===== config.mk =====
export PLATFORM = sky130hd
export DESIGN_NAME = cbs_tx_selector
export DESIGN_NICKNAME = d
export VERILOG_FILES = /design/src/rtl/cbs_tx_selector_pkg.sv /design/src/rtl/cbs_tx_selector_prio_enc.sv /design/src/rtl/cbs_tx_selector.sv
export SDC_FILE = /design/constraint.sdc
export NUM_CORES = 1
export LEC_CHECK = 0
export CAP_MARGIN = 15
export CORE_MARGIN = 4
export CORE_UTILIZATION = 31
export CTS_CLUSTER_DIAMETER = 200
export CTS_CLUSTER_SIZE = 8
export DETAILED_ROUTE_END_ITERATION = 16
export HOLD_SLACK_MARGIN = 0.15
export PLACE_DENSITY = 0.95
export SYNTH_ARGS = -nofsm -noshare
export SYNTH_HDL_FRONTEND = slang
export SYNTH_SLANG_ARGS = --single-unit
export TNS_END_PERCENT = 10

===== constraint.sdc =====
create_clock -name clk -period 2.8 [get_ports clk]
set_input_delay 0.7 -clock clk [delete_from_list [all_inputs] [get_ports clk]]
set_output_delay 0.7 -clock clk [all_outputs]
set_load 0.01 [all_outputs]

===== src/rtl/cbs_tx_selector_pkg.sv =====
// Shared constants for the CBS transmission selector: FSM encoding,
// default queue count and a one-hot to index helper.
package cbs_tx_selector_pkg;

    localparam int STATE_W = 1;
    localparam logic [STATE_W-1:0] ST_IDLE = 1'b0;
    localparam logic [STATE_W-1:0] ST_XMIT = 1'b1;

    localparam int NUM_QUEUES_DEF = 4;
    // Widest grant vector onehot_to_index accepts.
    localparam int MAX_QUEUES = 32;

    // Index of the set bit in a one-hot vector; 0 when no bit is set.
    function automatic int onehot_to_index(input logic [MAX_QUEUES-1:0] oh);
        int idx;
        idx = 0;
        for (int i = 0; i < MAX_QUEUES; i++) begin
            if (oh[i]) idx = i;
        end
        return idx;
    endfunction

endpackage


===== src/rtl/cbs_tx_selector_prio_enc.sv =====
// Fixed-priority encoder: one-hot of the highest-index request.
module cbs_tx_selector_prio_enc #(
    parameter int N = 4
) (
    input  logic [N-1:0] req_i,
    output logic [N-1:0] gnt_o,
    output logic         vld_o
);

    // Later (higher) indices overwrite earlier ones, so the top request wins.
    always_comb begin
        gnt_o = '0;
        for (int i = 0; i < N; i++) begin
            if (req_i[i]) begin
                gnt_o    = '0;
                gnt_o[i] = 1'b1;
            end
        end
        vld_o = |req_i;
    end

endmodule


===== src/rtl/cbs_tx_selector.sv =====
// 802.1Qav transmission selection for one egress port: strict priority over
// eligible traffic classes, locked to a frame until its tlast handshake.
// Optional feature macro: CBS_TX_SELECTOR_FRAME_CNT_EN adds per-queue
// 32-bit sent-frame counters on port frame_cnt.
module cbs_tx_selector
    import cbs_tx_selector_pkg::*;
#(
    parameter int C_AXIS_TDATA_WIDTH = 8,
    parameter int C_AXIS_TKEEP_WIDTH = C_AXIS_TDATA_WIDTH / 8,
    parameter int NUM_QUEUES         = NUM_QUEUES_DEF
) (
    input  logic                                      clk,
    input  logic                                      rstn,
    input  logic [NUM_QUEUES-1:0]                     queue_eligible,
    input  logic [NUM_QUEUES*C_AXIS_TDATA_WIDTH-1:0]  s_axis_tdata,
    input  logic [NUM_QUEUES*C_AXIS_TKEEP_WIDTH-1:0]  s_axis_tkeep,
    input  logic [NUM_QUEUES-1:0]                     s_axis_tvalid,
    output logic [NUM_QUEUES-1:0]                     s_axis_tready,
    input  logic [NUM_QUEUES-1:0]                     s_axis_tlast,
    output logic [C_AXIS_TDATA_WIDTH-1:0]             m_axis_tdata,
    output logic [C_AXIS_TKEEP_WIDTH-1:0]             m_axis_tkeep,
    output logic                                      m_axis_tvalid,
    input  logic                                      m_axis_tready,
    output logic                                      m_axis_tlast,
    output logic [NUM_QUEUES-1:0]                     grant,
`ifdef CBS_TX_SELECTOR_FRAME_CNT_EN
    output logic [NUM_QUEUES*32-1:0]                  frame_cnt,
`endif
    output logic                                      busy
);

    localparam int W     = C_AXIS_TDATA_WIDTH;
    localparam int K     = C_AXIS_TKEEP_WIDTH;
    localparam int IDX_W = (NUM_QUEUES > 1) ? $clog2(NUM_QUEUES) : 1;

    logic [STATE_W-1:0]    state_q, state_d;
    logic [NUM_QUEUES-1:0] grant_q, grant_d;
    logic [NUM_QUEUES-1:0] cand, enc_gnt;
    logic                  enc_vld;
    logic [IDX_W-1:0]      g_idx;
    logic                  xmit;
    logic                  hs_last;

    // Eligibility only matters at arbitration time; mid-frame it is ignored.
    assign cand = s_axis_tvalid & queue_eligible;

    cbs_tx_selector_prio_enc #(.N(NUM_QUEUES)) u_prio_enc (
        .req_i (cand),
        .gnt_o (enc_gnt),
        .vld_o (enc_vld)
    );

    assign xmit  = (state_q == ST_XMIT);
    assign g_idx = IDX_W'(onehot_to_index(MAX_QUEUES'(grant_q)));

    // Zero-latency mux from the granted queue; everything is 0 when idle or
    // when the granted queue has no valid beat.
    always_comb begin
        m_axis_tvalid = 1'b0;
        m_axis_tdata  = '0;
        m_axis_tkeep  = '0;
        m_axis_tlast  = 1'b0;
        s_axis_tready = '0;
        if (xmit) begin
            m_axis_tvalid        = s_axis_tvalid[g_idx];
            s_axis_tready[g_idx] = m_axis_tready;
            if (s_axis_tvalid[g_idx]) begin
                m_axis_tdata = s_axis_tdata[g_idx*W +: W];
                m_axis_tkeep = s_axis_tkeep[g_idx*K +: K];
                m_axis_tlast = s_axis_tlast[g_idx];
            end
        end
    end

    assign hs_last = xmit & m_axis_tvalid & m_axis_tready & m_axis_tlast;

    // IDLE grabs the top candidate; XMIT holds the grant until the frame ends.
    always_comb begin
        state_d = state_q;
        grant_d = grant_q;
        case (state_q)
            ST_IDLE: begin
                if (enc_vld) begin
                    state_d = ST_XMIT;
                    grant_d = enc_gnt;
                end
            end
            default: begin
                if (hs_last) begin
                    state_d = ST_IDLE;
                    grant_d = '0;
                end
            end
        endcase
    end

    // FSM and grant registers; reset aborts any frame in flight.
    always_ff @(posedge clk or negedge rstn) begin
        if (!rstn) begin
            state_q <= ST_IDLE;
            grant_q <= '0;
        end else begin
            state_q <= state_d;
            grant_q <= grant_d;
        end
    end

    assign grant = grant_q;
    assign busy  = xmit;

`ifdef CBS_TX_SELECTOR_FRAME_CNT_EN
    logic [NUM_QUEUES-1:0][31:0] cnt_q, cnt_d;

    // Count completed frames per queue; wraps naturally at 2^32.
    always_comb begin
        cnt_d = cnt_q;
        for (int q = 0; q < NUM_QUEUES; q++) begin
            if (hs_last && grant_q[q]) cnt_d[q] = cnt_q[q] + 32'd1;
        end
    end

    // Counter registers.
    always_ff @(posedge clk or negedge rstn) begin
        if (!rstn) cnt_q <= '0;
        else       cnt_q <= cnt_d;
    end

    assign frame_cnt = cnt_q;
`endif

endmodule


Word level (Yosys, flattened, before mapping)
Index checks and enable logic that the tools add are counted.
Widths: inputs -> output; s select.
{"block": "totals", "reg_bits": 5, "in_bits": 51, "output_inout_bits": 20, "word_cells": 43}
{"block": "op_classes", "magnitude_cmp": 2, "n_eq_ne": 1, "shifts": 2, "mux": 27, "bitwise": 5, "reduce_logical": 4}
{"operator": "$shiftx 32x6->8", "count": 1}
{"operator": "$mux 4", "count": 5}
{"operator": "$mux 8", "count": 2}
{"operator": "$mux 1", "count": 13}
{"operator": "$and 4x4->4", "count": 2}
{"operator": "$mux 2", "count": 3}
{"operator": "$bmux 1 s2", "count": 2}
{"operator": "$reduce_or 4->1", "count": 1}
{"operator": "$shiftx 4x3->1", "count": 1}
{"operator": "$and 1x1->1", "count": 3}
{"operator": "$lt 2x3->1 const B", "count": 1}
{"operator": "$mux 3", "count": 1}
{"operator": "$demux 1 s2", "count": 1}
{"operator": "$ge 2x1->1 const B", "count": 1}
{"operator": "$ne 2x1->1 const B", "count": 1}
{"operator": "$reduce_and 2->1", "count": 1}
{"operator": "$reduce_bool 2->1", "count": 1}
{"operator": "$logic_and 1x1->1", "count": 1}

Longest topological paths before layout
{"block": "depth", "depth_word": 11, "mapped_depth": 6, "depth_no_buf": 4}

Cells and area by module
From an unflattened synthesis, not the netlist that was laid out.
{"block": "hier_totals", "hier_cells": 104, "hier_area_um2": 738.2}
{"module": "cbs_tx_selector", "n_inst": 1, "cells_per_inst": 99, "area_per_inst_um2": 700.7, "seq_area_each_um2": 125.1}
{"module": "cbs_tx_selector_prio_enc", "n_inst": 1, "cells_per_inst": 5, "area_per_inst_um2": 37.5, "seq_area_each_um2": 0.0}

Least setup slack after synthesis
OpenSTA, ideal clock, no wires.
{"block": "synth_path", "path_kind": "input-to-output", "from": "input s_axis_tvalid[2]", "to": "output m_axis_tdata[0]", "arrival_ps": 1523, "slack_ps": 577, "cell_stages": 5, "path_buffers": 1, "cell_sequence": "nor3b_1 nor4_1 nand2_1 buf_2 nor2b_1"}
{"block": "synth_between", "elab_chain_cells": 4}
{"item": "from (decl)", "line": "cbs_tx_selector.sv:17", "source": "input logic [NUM_QUEUES-1:0] s_axis_tvalid,"}
{"item": "$bmux 1 s2", "line": "cbs_tx_selector.sv:67", "source": "if (s_axis_tvalid[g_idx]) begin"}
{"item": "$mux 1 (implied by the code)", "line": "cbs_tx_selector.sv:67"}
{"item": "$mux 8", "line": "cbs_tx_selector.sv:67"}
{"item": "$mux 8", "line": "cbs_tx_selector.sv:64", "source": "if (xmit) begin"}
{"item": "to (decl)", "line": "cbs_tx_selector.sv:20", "source": "output logic [C_AXIS_TDATA_WIDTH-1:0] m_axis_tdata,"}
No other way between the ends. The select of a mux whose other input is x is not followed.

Final worst setup path
{"block": "layout_path", "from": "input m_axis_tready", "to": "output s_axis_tready[0]"}
{"block": "layout_between", "elab_chain_cells": 2}
{"item": "from (decl)", "line": "cbs_tx_selector.sv:23", "source": "input logic m_axis_tready,"}
{"item": "$and 4x4->4 (no line)"}
{"item": "$mux 4", "line": "cbs_tx_selector.sv:64"}
{"item": "to (decl)", "line": "cbs_tx_selector.sv:18", "source": "output logic [NUM_QUEUES-1:0] s_axis_tready,"}
No other way between the ends.

==> impl_metrics.tcl <==
set metrics [dict create \
    sequential_cell_area_um2 125 \
    clkSlewWorstSetupHoldPaths_ns 0.05 \
    critPathArrivalTime_ns 2.01 \
    hold_violations 0 \
    finalWirelength_mm 3.07 \
    power_per_cell_area_mw_per_mm2 817 \
    dr.pass1.iters 4 \
    ctsLongestPathBuffers 2 \
    final_net_count 223 \
    relative_contribution_of_the_clock_network_to_total_power_pct 7.4 \
    die_w_um 54.8 \
    post-place-cells 191 \
    synth.largest_area_cell "dfrtp_1" \
    total_vias_in_the_final_route 1026 \
    internal_power_uw 661 \
    placement_rows 16 \
    holdCritPathClass "register to register" \
    worst-slew-pin-transition_ns 0.352 \
    antenna_found_initial 0 \
    boundaryPins 71 \
    layout-area-overhead-vs-synth_pct 119 \
    drt_initial_violations 18 \
    sw_frac_of_total_pct 45.5 \
    die-area_mm2 0.00300 \
    wire_length_of_the_first_global_routing_pass_mm 4.23 \
    achievable_clock_frequency_mhz 369 \
    power.leakage_uw 0.000650 \
    cts-buffers-inserted 3 \
    initial_standard_cell_utilization_of_the_core_pct 33.5 \
    netlist_top_cells_area "dfrtp_1 18%, a22oi_1 15%, nor2b_1 8.3%" \
    combPwrFrac_pct 80.7 \
    grt_setup_unrepaired "no" \
    clock_sink_count 5 \
    post-dp-hpwl_mm 2.42 \
    die_height_um 54.8 \
    total_switching_power_uw 552 \
    worst_slack_ns 0.0919 \
    setup.worst_path.start_class "input port" \
    cts_htree_levels 1 \
    multi_input_comb_area_um2 529 \
    floorplan.core_area_mm2 0.00202 \
    layout.filler_cells 159 \
    vias_in_the_first_global_route 939 \
    post_drt_wl_per_cell_um 15.5 \
    drcViolationCount 0 \
    peakVddDrop_v 0.000505 \
    power.sequential.fraction_pct 11.8 \
    synth.yosys.seq_area_share_pct 18.5 \
    antennaDiodeCount 0 \
    cp_max_fo 2 \
    grt_start_max_net_pins 17 \
    synth-compound-area-share_pct 35.8 \
    synth-adder-area-share_pct 0 \
    criticalPathCategory "input port to output pin" \
    grtUsageTotal_pct 20.2 \
    syn_avg_cell_area_um2 7.54 \
    design_power_total_uw 1210 \
    synthMuxAreaShare_pct 5.90 \
    required_ns 2.10 \
    synth_top_family_by_area "compound AO/OA/AOI/OAI gates" \
    yosys_warnings 0 \
    gp_congestion 0.792 \
    final_layout_size_suffix_gt1_share_pct 22.8 \
    syn-cell-area_um2 678 \
    final_period_minus_worst_setup_slack_ns 2.71 \
    synthSimpleGateAreaFrac_pct 32.8 \
    cts.root.buffer_cell "clkbuf_4" \
    total_congestion_overflow_after_global_routing 0 \
    syn_inst 90 \
    instances_no_fill 198 \
    tritoncts "built" \
    final_max_slew_viol_count 0 \
    final_report_setup_violation_count 0 \
    synth_top_area_share_pct 18.5 \
    holdWs_ns 0.571 \
    ys_seq_elements 5 \
    place_ws_ns -0.467 \
    place.port_buffers 70 \
    yosys.area_share.xor_xnor_pct 0 \
    holdBufCountCts 0 \
    endpoint_kind "output pin" \
    antenna_left 0 \
    post_synth_num_cell_types 26 \
    drv.max_cap_violation_count 0 \
    finalCoreUtilization_pct 73.5 \
    outcome "finished, final reports clean" \
    finalCritPeriodShare_pct 96.7 \
    avgViaCountPerCell 5.18 \
    syn_nets 141 \
    worstSkewPairLatency_ns 0.25 \
    skew_ns 0.00208 \
    max-slew-margin-rel_pct 76.5 \
]
-- worst paths after layout --
check	start	to	slack (ns)	cells past startpoint
worst max register to register	grant[2]	busy	0.99	6
max in group asynchronous	rstn	grant[2]	1.92	1
min in group asynchronous	rstn	grant[1]	0.68	1
worst min-delay path	grant[0]	grant[0]	0.57	2
worst min register to register	grant[0]	grant[0]	0.57	2
worst max-delay path	m_axis_tready	s_axis_tready[0]	0.09	4
-- cell type report --
class	instances	area share, %
clock buffers	4	1.77
flip-flops and latches	5	8.42
well taps	27	2.27
multi-input cells	77	35.6
inverters	1	0.253
repair buffers	84	51.6
-- critical path: stages --
cell and delay, ns:
clkdlybuf4s50_1 0.48, nand2_1 0.07, nor4_1 0.17, clkdlybuf4s50_1 0.58
-- cells by family (layout without fill, tap and decap cells) --
logic type / count (synthesis) / after routing
buffers and inverters: 8 / 89
muxes: 4 / 4
and+or+nand+nor: 40 / 40
DFF: 5 / 5
AOI/OAI and AO/OA: 33 / 33
-- registers in the layout (all words and copies together), names as in the netlist --
register	flops
grant	4
busy	1
-- stage by stage --
step | TNS (ns) | cell area, um2
after floorplan | 0 | 678
after global placement | -4.47 | 1450
after detailed placement | -4.81 | 1450
after CTS | 0 | 1450
after global routing | 0 | 1490
final | 0 | 1490
-- layer usage --
metal | share of wire [%] | GRT usage, %
met1 | 39 | 20.8
met2 | 53 | 38.0
met5 | 0 | 0
met4 | 1.5 | 9.13
met3 | 6.7 | 4.63
-- power groups by stage --
| stage | sequential (uW) | combinational, uW | clock [uW] |
|---|---|---|---|
| after global routing | 149 | 1060 | 100 |
| after floorplan | 135 | 508 | 0 |
| final | 144 | 980 | 90.3 |
| after CTS | 143 | 933 | 92.7 |
| after global placement | 136 | 980 | 0 |
| after detailed placement | 139 | 1010 | 0 |
-- Yosys cell counts (all sizes together) --
| cell | n |
|---|---|
| o2111a | 1 |
| inv | 1 |
| nor4b | 1 |
| nor3b | 3 |
| or3b | 1 |
| and2 | 1 |
| nand3 | 2 |
| dfrtp | 5 |
| and3 | 2 |
| nor2b | 9 |
| nand2 | 13 |
| o21ai | 10 |
| mux2i | 4 |
| a22oi | 14 |
| a21oi | 3 |
| a41oi | 1 |
| nor4 | 3 |
| nor2 | 5 |
| clkbuf | 2 |
| o22ai | 3 |
| a41o | 1 |
| buf | 5 |
-- what timing repair did --
action / in CTS / in global routing
pin swaps: 2 / 2
resized for setup: 47 / 9
endpoints found under the setup margin: 11 / 13
buffers inserted: 0 / 2
gates cloned: 0 / 1
endpoints found under the hold margin: 0 / 0
-- layout by cell type (no fill, tap or decap), types with 2 or more instances in the layout --
master / n
a22oi_1: 14
nor4_2: 2
mux2i_1: 4
nor2b_1: 9
nor2_1: 3
buf_2: 10
nor3b_1: 2
nand2_1: 13
and3_1: 2
nand3_1: 2
clkbuf_4: 3
a21oi_1: 3
clkdlybuf4s50_1: 54
o22ai_2: 3
nor2_2: 2
o21ai_0: 9
dfrtp_1: 5
dlymetal6s2s_1: 4
buf_4: 12
buf_6: 2
No activity file was read; power rests on OpenSTA's default activity.
